<file path="src/rtl/trap_ctrl_pkg.sv">
// Shared types and constants for the machine-mode trap sequencer.
// Cause codes, FSM encoding, CSR bit indices and mstatus update helpers.
package trap_ctrl_pkg;

  typedef enum logic [2:0] {
    ST_IDLE         = 3'd0,
    ST_TRAP_SAVE    = 3'd1,
    ST_TRAP_JUMP    = 3'd2,
    ST_MRET_RESTORE = 3'd3,
    ST_MRET_JUMP    = 3'd4
  } trap_state_e;

  localparam logic [31:0] CAUSE_ILLEGAL = 32'd2;
  localparam logic [31:0] CAUSE_EBREAK  = 32'd3;
  localparam logic [31:0] CAUSE_ECALL   = 32'd11;
  localparam logic [31:0] CAUSE_IRQ_EXT = 32'h8000_000B;
  localparam logic [31:0] CAUSE_IRQ_TMR = 32'h8000_0007;

  localparam int MSTATUS_MIE    = 3;
  localparam int MSTATUS_MPIE   = 7;
  localparam int MSTATUS_MPP_LO = 11;
  localparam int MSTATUS_MPP_HI = 12;

  localparam int MIE_MTIE = 7;
  localparam int MIE_MEIE = 11;

  typedef struct packed {
    logic        we;
    logic        ctrl;
    logic [31:0] mstatus;
    logic [31:0] mepc;
    logic [31:0] mcause;
    logic [31:0] mie;
  } csr_wr_t;

  function automatic logic [31:0] mstatus_on_trap(
    input logic [31:0] s
  );
    logic [31:0] r;
    r = s;
    r[MSTATUS_MPIE] = s[MSTATUS_MIE];
    r[MSTATUS_MIE]  = 1'b0;
    r[MSTATUS_MPP_HI:MSTATUS_MPP_LO] = 2'b11;
    return r;
  endfunction

  function automatic logic [31:0] mstatus_on_mret(
    input logic [31:0] s
  );
    logic [31:0] r;
    r = s;
    r[MSTATUS_MIE]  = s[MSTATUS_MPIE];
    r[MSTATUS_MPIE] = 1'b1;
    return r;
  endfunction

  function automatic logic [31:0] align4(
    input logic [31:0] a
  );
    return {a[31:2], 2'b00};
  endfunction

endpackage

</file>
<file path="src/rtl/trap_ctrl_irq_sync.sv">
// Two-flop synchronizer for one asynchronous interrupt line.
// Synchronous active-low reset clears both stages.
module irq_sync (
  input  logic clk,
  input  logic rst_n,
  input  logic i_irq,
  output logic o_irq
);

  logic r_meta;
  logic r_sync;

  always_ff @(posedge clk) begin
    if (!rst_n) begin
      r_meta <= 1'b0;
      r_sync <= 1'b0;
    end else begin
      r_meta <= i_irq;
      r_sync <= r_meta;
    end
  end

  assign o_irq = r_sync;

endmodule

</file>
<file path="src/rtl/trap_ctrl.sv">
// Trap/interrupt sequencer: save, then jump; mret restore, then jump.
// Define TRAP_VECTORED_EN to enable vectored interrupt targets.
module trap_ctrl
  import trap_ctrl_pkg::*;
(
  input  logic        clk,
  input  logic        rst_n,
  input  logic        inst_valid_i,
  input  logic [31:0] inst_addr_i,
  input  logic        illegal_i,
  input  logic        ecall_i,
  input  logic        ebreak_i,
  input  logic        mret_i,
  input  logic        irq_ext_i,
  input  logic        irq_timer_i,
  input  logic [31:0] r_mstatus_i,
  input  logic [31:0] r_mepc_i,
  input  logic [31:0] r_mtvec_i,
  input  logic [31:0] r_mie_i,
  output logic        stall_o,
  output logic        flush_o,
  output logic        jump_o,
  output logic [31:0] jump_addr_o,
  output logic        csr_w_enable_o,
  output logic        csr_w_ctrl_enable_o,
  output logic [31:0] w_mstatus_o,
  output logic [31:0] w_mepc_o,
  output logic [31:0] w_mcause_o,
  output logic [31:0] w_mie_o,
  output logic        busy_o
);

  trap_state_e r_state;
  trap_state_e w_next;

  logic [31:0] r_cause;
  logic [31:0] r_addr;

  logic        w_ext_sync;
  logic        w_tmr_sync;
  logic        w_ext_pend;
  logic        w_tmr_pend;
  logic        w_is_trap;
  logic        w_is_mret;
  logic [31:0] w_cause;
  logic        w_idle;
  logic        w_acc_trap;
  logic        w_acc_mret;
  logic [31:0] w_trap_vec;
  csr_wr_t     w_wr;

  irq_sync u_sync_ext (
    .clk   (clk),
    .rst_n (rst_n),
    .i_irq (irq_ext_i),
    .o_irq (w_ext_sync)
  );

  irq_sync u_sync_tmr (
    .clk   (clk),
    .rst_n (rst_n),
    .i_irq (irq_timer_i),
    .o_irq (w_tmr_sync)
  );

  assign w_ext_pend = w_ext_sync
                    & r_mstatus_i[MSTATUS_MIE]
                    & r_mie_i[MIE_MEIE];
  assign w_tmr_pend = w_tmr_sync
                    & r_mstatus_i[MSTATUS_MIE]
                    & r_mie_i[MIE_MTIE];

  // Fixed priority; several sources may be active together.
  always_comb begin
    w_is_trap = 1'b0;
    w_is_mret = 1'b0;
    w_cause   = '0;
    if (illegal_i) begin
      w_is_trap = 1'b1;
      w_cause   = CAUSE_ILLEGAL;
    end else if (ebreak_i) begin
      w_is_trap = 1'b1;
      w_cause   = CAUSE_EBREAK;
    end else if (ecall_i) begin
      w_is_trap = 1'b1;
      w_cause   = CAUSE_ECALL;
    end else if (mret_i) begin
      w_is_mret = 1'b1;
    end else if (w_ext_pend) begin
      w_is_trap = 1'b1;
      w_cause   = CAUSE_IRQ_EXT;
    end else if (w_tmr_pend) begin
      w_is_trap = 1'b1;
      w_cause   = CAUSE_IRQ_TMR;
    end
  end

  assign w_idle     = (r_state == ST_IDLE);
  assign w_acc_trap = rst_n & w_idle & inst_valid_i & w_is_trap;
  assign w_acc_mret = rst_n & w_idle & inst_valid_i & w_is_mret;

  always_ff @(posedge clk) begin
    if (!rst_n) begin
      r_state <= ST_IDLE;
    end else begin
      r_state <= w_next;
    end
  end

  always_comb begin
    w_next = r_state;
    unique case (r_state)
      ST_IDLE: begin
        if (w_acc_trap) begin
          w_next = ST_TRAP_SAVE;
        end else if (w_acc_mret) begin
          w_next = ST_MRET_RESTORE;
        end
      end
      ST_TRAP_SAVE:    w_next = ST_TRAP_JUMP;
      ST_TRAP_JUMP:    w_next = ST_IDLE;
      ST_MRET_RESTORE: w_next = ST_MRET_JUMP;
      ST_MRET_JUMP:    w_next = ST_IDLE;
      default:         w_next = ST_IDLE;
    endcase
  end

  always_ff @(posedge clk) begin
    if (!rst_n) begin
      r_cause <= '0;
      r_addr  <= '0;
    end else if (w_acc_trap) begin
      r_cause <= w_cause;
      r_addr  <= inst_addr_i;
    end
  end

`ifdef TRAP_VECTORED_EN
  // Only interrupts are vectored; exceptions land on the base.
  always_comb begin
    w_trap_vec = align4(r_mtvec_i);
    if (r_mtvec_i[1:0] == 2'b01 && r_cause[31]) begin
      w_trap_vec = align4(r_mtvec_i)
                 + {r_cause[29:0], 2'b00};
    end
  end
`else
  logic w_unused_mode;
  assign w_unused_mode = ^r_mtvec_i[1:0];
  assign w_trap_vec    = align4(r_mtvec_i);
`endif

  always_comb begin
    w_wr        = '0;
    flush_o     = 1'b0;
    jump_o      = 1'b0;
    jump_addr_o = '0;
    unique case (r_state)
      ST_TRAP_SAVE: begin
        w_wr.we      = 1'b1;
        w_wr.ctrl    = 1'b1;
        w_wr.mepc    = r_addr;
        w_wr.mcause  = r_cause;
        w_wr.mstatus = mstatus_on_trap(r_mstatus_i);
        w_wr.mie     = r_mie_i;
      end
      ST_TRAP_JUMP: begin
        flush_o     = 1'b1;
        jump_o      = 1'b1;
        jump_addr_o = w_trap_vec;
      end
      ST_MRET_RESTORE: begin
        w_wr.we      = 1'b1;
        w_wr.ctrl    = 1'b1;
        w_wr.mepc    = r_mepc_i;
        w_wr.mstatus = mstatus_on_mret(r_mstatus_i);
        w_wr.mie     = r_mie_i;
      end
      ST_MRET_JUMP: begin
        flush_o     = 1'b1;
        jump_o      = 1'b1;
        jump_addr_o = align4(r_mepc_i);
      end
      default: ;
    endcase
  end

  assign csr_w_enable_o      = w_wr.we;
  assign csr_w_ctrl_enable_o = w_wr.ctrl;
  assign w_mstatus_o         = w_wr.mstatus;
  assign w_mepc_o            = w_wr.mepc;
  assign w_mcause_o          = w_wr.mcause;
  assign w_mie_o             = w_wr.mie;

  assign stall_o = ~w_idle | w_acc_trap | w_acc_mret;
  assign busy_o  = ~w_idle;

endmodule

</file>
<file path="config.mk">
export PLATFORM = sky130hd
export DESIGN_NAME = trap_ctrl
export DESIGN_NICKNAME = d
export VERILOG_FILES = /design/src/rtl/trap_ctrl_pkg.sv /design/src/rtl/trap_ctrl_irq_sync.sv /design/src/rtl/trap_ctrl.sv
export SDC_FILE = /design/constraint.sdc
export NUM_CORES = 1
export LEC_CHECK = 0
export ABC_AREA = 1
export BUFFER_PORTS_ARGS = -buffer_cell sky130_fd_sc_hd__buf_2
export CORE_AREA = 5 5 126 128
export DETAILED_ROUTE_END_ITERATION = 6
export DIE_AREA = 0 0 131 133
export PLACE_DENSITY = 0.54
export SLEW_MARGIN = 20
export SYNTH_ARGS = -nofsm -noshare
export SYNTH_HDL_FRONTEND = slang
export SYNTH_SLANG_ARGS = --single-unit
</file>
<file path="constraint.sdc">
create_clock -name clk -period 1.55 [get_ports clk]
set_clock_uncertainty 0.15 [all_clocks]
set_input_delay 0 -clock clk [delete_from_list [all_inputs] [get_ports clk]]
set_output_delay 0 -clock clk [all_outputs]
set_load 0.1 [all_outputs]
</file>
==> results.py <==
metrics = {
    "outcome": {
        "status": "finished, violations left",
        "violations_in_the_final_reports": "negative hold slack, negative setup slack",
    },
    "clocking": {
        "cts-buffers-inserted": 5,
        "clk_root_buffer_cell": "clkbuf_16",
        "numClockSinks": 44,
        "clock_tree.buffer_depth": 2,
        "cts.reportedPaths.clkPinSlew_ns": 0.06,
        "insertion_delay_ns": 0.28,
        "cts_tree": "built",
        "htree_num_levels": 2,
    },
    "yosys": {
        "synth_commonest_cells": "nor2_1 (141), inv_1 (108), o21ai_0 (72)",
        "asyncSetResetFlopFracSynth_pct": 0,
        "synth.yosys.warnings": 0,
        "yosys-mux-area-fraction_pct": 0,
        "synth_simple_gate_area_share_pct": 31.6,
        "synth_top_family_by_area": "simple AND/OR/NAND/NOR gates",
        "synth_cells": 568,
        "synth_xor_area_share_pct": 0,
        "yosysMostFrequentCell": "nor2_1",
        "yosysUniqueCellTypes": 19,
        "register_area_share_after_synthesis_pct": 27.4,
        "post_synthesis_share_of_cell_area_spent_on_full_adders_half_adders_and_majority_gates_pct": 0,
        "cell_types_with_the_largest_area_share_after_synthesis": "dfxtp_1 (27%), nor2_1 (16%), inv_1 (13%), o21ai_0 (11%), buf_4 (8.0%)",
        "synth_compound_area_share_pct": 15.4,
        "synth_enable_flop_cells": 0,
        "post_synth_instance_area_um2": 3210,
        "synthDominantAreaCellType": "dfxtp_1",
        "synth_flop_cell": "dfxtp_1",
        "synth.avg_cell_area_um2": 5.65,
        "synth.top_cell.area_share_pct": 27.4,
        "yosys_register_bits": 44,
    },
    "critical_path": {
        "critical-path-top-cell-by-count": "nor2_4",
        "critical_path.top_delay_family": "buffers and inverters",
        "critical_path_cell_by_cell": "nor2_4 > buf_6 > inv_8 > clkbuf_16 > buf_4 > nor2_4 > buf_12",
        "worst_ep_arrival_time_ns": 1.60,
        "max_stage_delay_ns": 0.35,
        "cp-startpoint": "r_state[2]",
        "worst-path-max-fanout": 8,
        "worst_setup_path_start_kind": "register",
        "worstPathBufferInverterCount": 5,
        "critical_path.slowest_cell": "dfxtp_2",
        "endpoint_kind": "output port",
        "critical_path.reg2reg.startpoint": "r_state[0]",
        "cp_data_required_time_ns": 1.40,
        "worstSetupPathType": "register to output port",
    },
    "pwr": {
        "clockPowerShare_pct": 11.9,
        "switching_share_pct": 53.0,
        "internal-power_mw": 3.98,
        "leakagePower_nw": 4.28,
        "p_total_mw": 8.47,
        "p_comb_share_pct": 72.7,
        "p_switching_mw": 4.49,
        "vdd.ir_drop.worst_uv": 521,
        "seq_power_share_pct": 15.5,
        "cellPowerDensity_nw_per_um2": 890,
    },
    "grt": {
        "globalRoute.totalOverflow": 0,
        "grt_start_max_net_pins": 42,
        "number_of_antenna_violations_at_the_first_check_in_global_routing": 0,
        "wire_length_of_the_first_global_routing_pass_um": 25500,
        "grt_pass1_vias": 4697,
        "global_route.usage.total_pct": 18.5,
    },
    "die": {
        "die_width_um": 131,
        "core_area_um2": 14800,
        "num_io_pins": 335,
        "area_of_the_die_um2": 17400,
        "core.rowCount": 45,
        "initial_utilization_pct": 21.8,
        "die-height_um": 133,
    },
    "placement": {
        "place_ws_ns": 0.0220,
        "gpl.final_weighted_congestion": 0.876,
        "detailed_place.area_um2": 7990,
        "half_perimeter_wire_length_after_placement_um": 13400,
        "numPortBuffers": 303,
    },
    "routing": {
        "firstDrtPassIters": 4,
        "met3_length_um": 1170,
        "dr_total_vias": 4750,
        "drt_drc_violations_left": 0,
        "m1WireLength_um": 6940,
        "top_layer_used": "met4",
        "route.antenna.remaining_nets": 0,
        "routedWlPerCell_um": 16.2,
        "initialDrtViolationCount": 166,
        "postRouteWirelength_um": 18100,
        "vias_per_cell": 4.24,
        "met2WireLength_um": 9890,
    },
    "layout": {
        "utilization_pct": 64.5,
        "area.growth.synth_to_final_pct": 196,
        "diodes": 0,
        "final_design_area_no_fill_um2": 9520,
        "drive_gt1_share_pct": 60.1,
        "layout.nets": 1101,
    },
    "sta": {
        "timing.max_slew.rel_slack_pct": 62.6,
        "hold_violations": 1,
        "grt_setup_unrepaired": "true",
        "layout_min_cycle_time_ns": 1.75,
        "timing.fmax_ghz": 0.572,
        "final_critical_path_setup_slack_ns": -0.198,
        "final_min_period_over_clock_period_pct": 113,
        "whs_ns": -0.0285,
        "final-max-slew-violation-count": 0,
        "timing.final.setup_violations": 137,
        "tightest_slew_ns": 0.560,
    },
    "worst_hold_path": {
        "hold_path.startpoint": "illegal_i",
        "min_path_type": "input port to register",
    },
    "flow_run": {
        "drv.max_cap_violation_count": 0,
    },
}
-- cell type report --
cell class	count	area, um^2
sequential	44	885
fill	1200	5240
multi-input combinational	376	3050
inverter	112	438
clock buffer	6	129
timing repair buffer	393	4780
tap	188	235
clock inverter	1	5.00
-- worst paths after layout --
path	slack, ns	depth (start not counted)	endpoint
setup / recovery	-0.20	7	w_mie_o[30]
hold / removal	-0.03	6	r_cause[3]
setup reg to reg	-0.05	9	r_addr[25]
hold reg to reg	0.26	2	u_sync_tmr.o_irq
-- per-stage QoR --
step | setup TNS (ns) | std cells
finish | -15.82 | 1120
global route | -24.98 | 1120
CTS | -18.11 | 1105
detailed placement | 0 | 1055
global placement | 0 | 1055
floorplan | -94.34 | 596
-- registers in the layout, summed over array words and instances (netlist names) --
name	cells
u_sync_tmr.r_meta	1
u_sync_ext.r_meta	1
r_state	3
u_sync_tmr.o_irq	1
r_addr	32
u_sync_ext.o_irq	1
r_cause	5
-- tightest hold or removal path: cells and delay by family --
family	cells	cell delay, ns
buf+inv	1	0.11
simple gates	5	0.24
-- power groups by stage --
stage	Combinational (mW)	Clock [mW]	Sequential, mW
CTS	5.94	1.05	1.30
global placement	5.47	0	1.32
finish	6.15	1.01	1.31
global route	6.37	1.09	1.32
floorplan	3.63	0	1.31
detailed placement	5.49	0	1.32
-- cell usage in the layout, fill, tap and decap left out, drive strengths merged --
master / n
buf: 348
nand2: 64
conb: 29
nor2: 144
clkbuf: 14
a21oi: 5
nand3: 39
clkinv: 2
dlygate4sd3: 37
nand4: 1
inv: 111
dfxtp: 44
o21ai: 94
-- routing by layer --
layer	vias up	track usage, %
li1	2378	-
met1	2230	21.9
met2	133	34.5
met3	9	3.96
met4	0	2.40
met5	-	0
-- logic make-up (layout without fill, tap and decap cells) --
group | count (synthesis) | count (layout)
flip-flops | 44 | 44
buffers and inverters | 176 | 512
other | 1 | 29
AO/OA/AOI/OAI | 99 | 99
AND/OR/NAND/NOR | 248 | 248
-- repair_timing --
item | in CTS | in global routing
endpoints found under the setup margin | 134 | 172
setup buffers | 3 | 5
cloned | 4 | 10
hold buffers | 36 | 2
pin swaps | 7 | 7
hold endpoints to repair | 38 | 2
resized for setup | 135 | 67
Note: power is estimated with default switching activity, not from simulation.
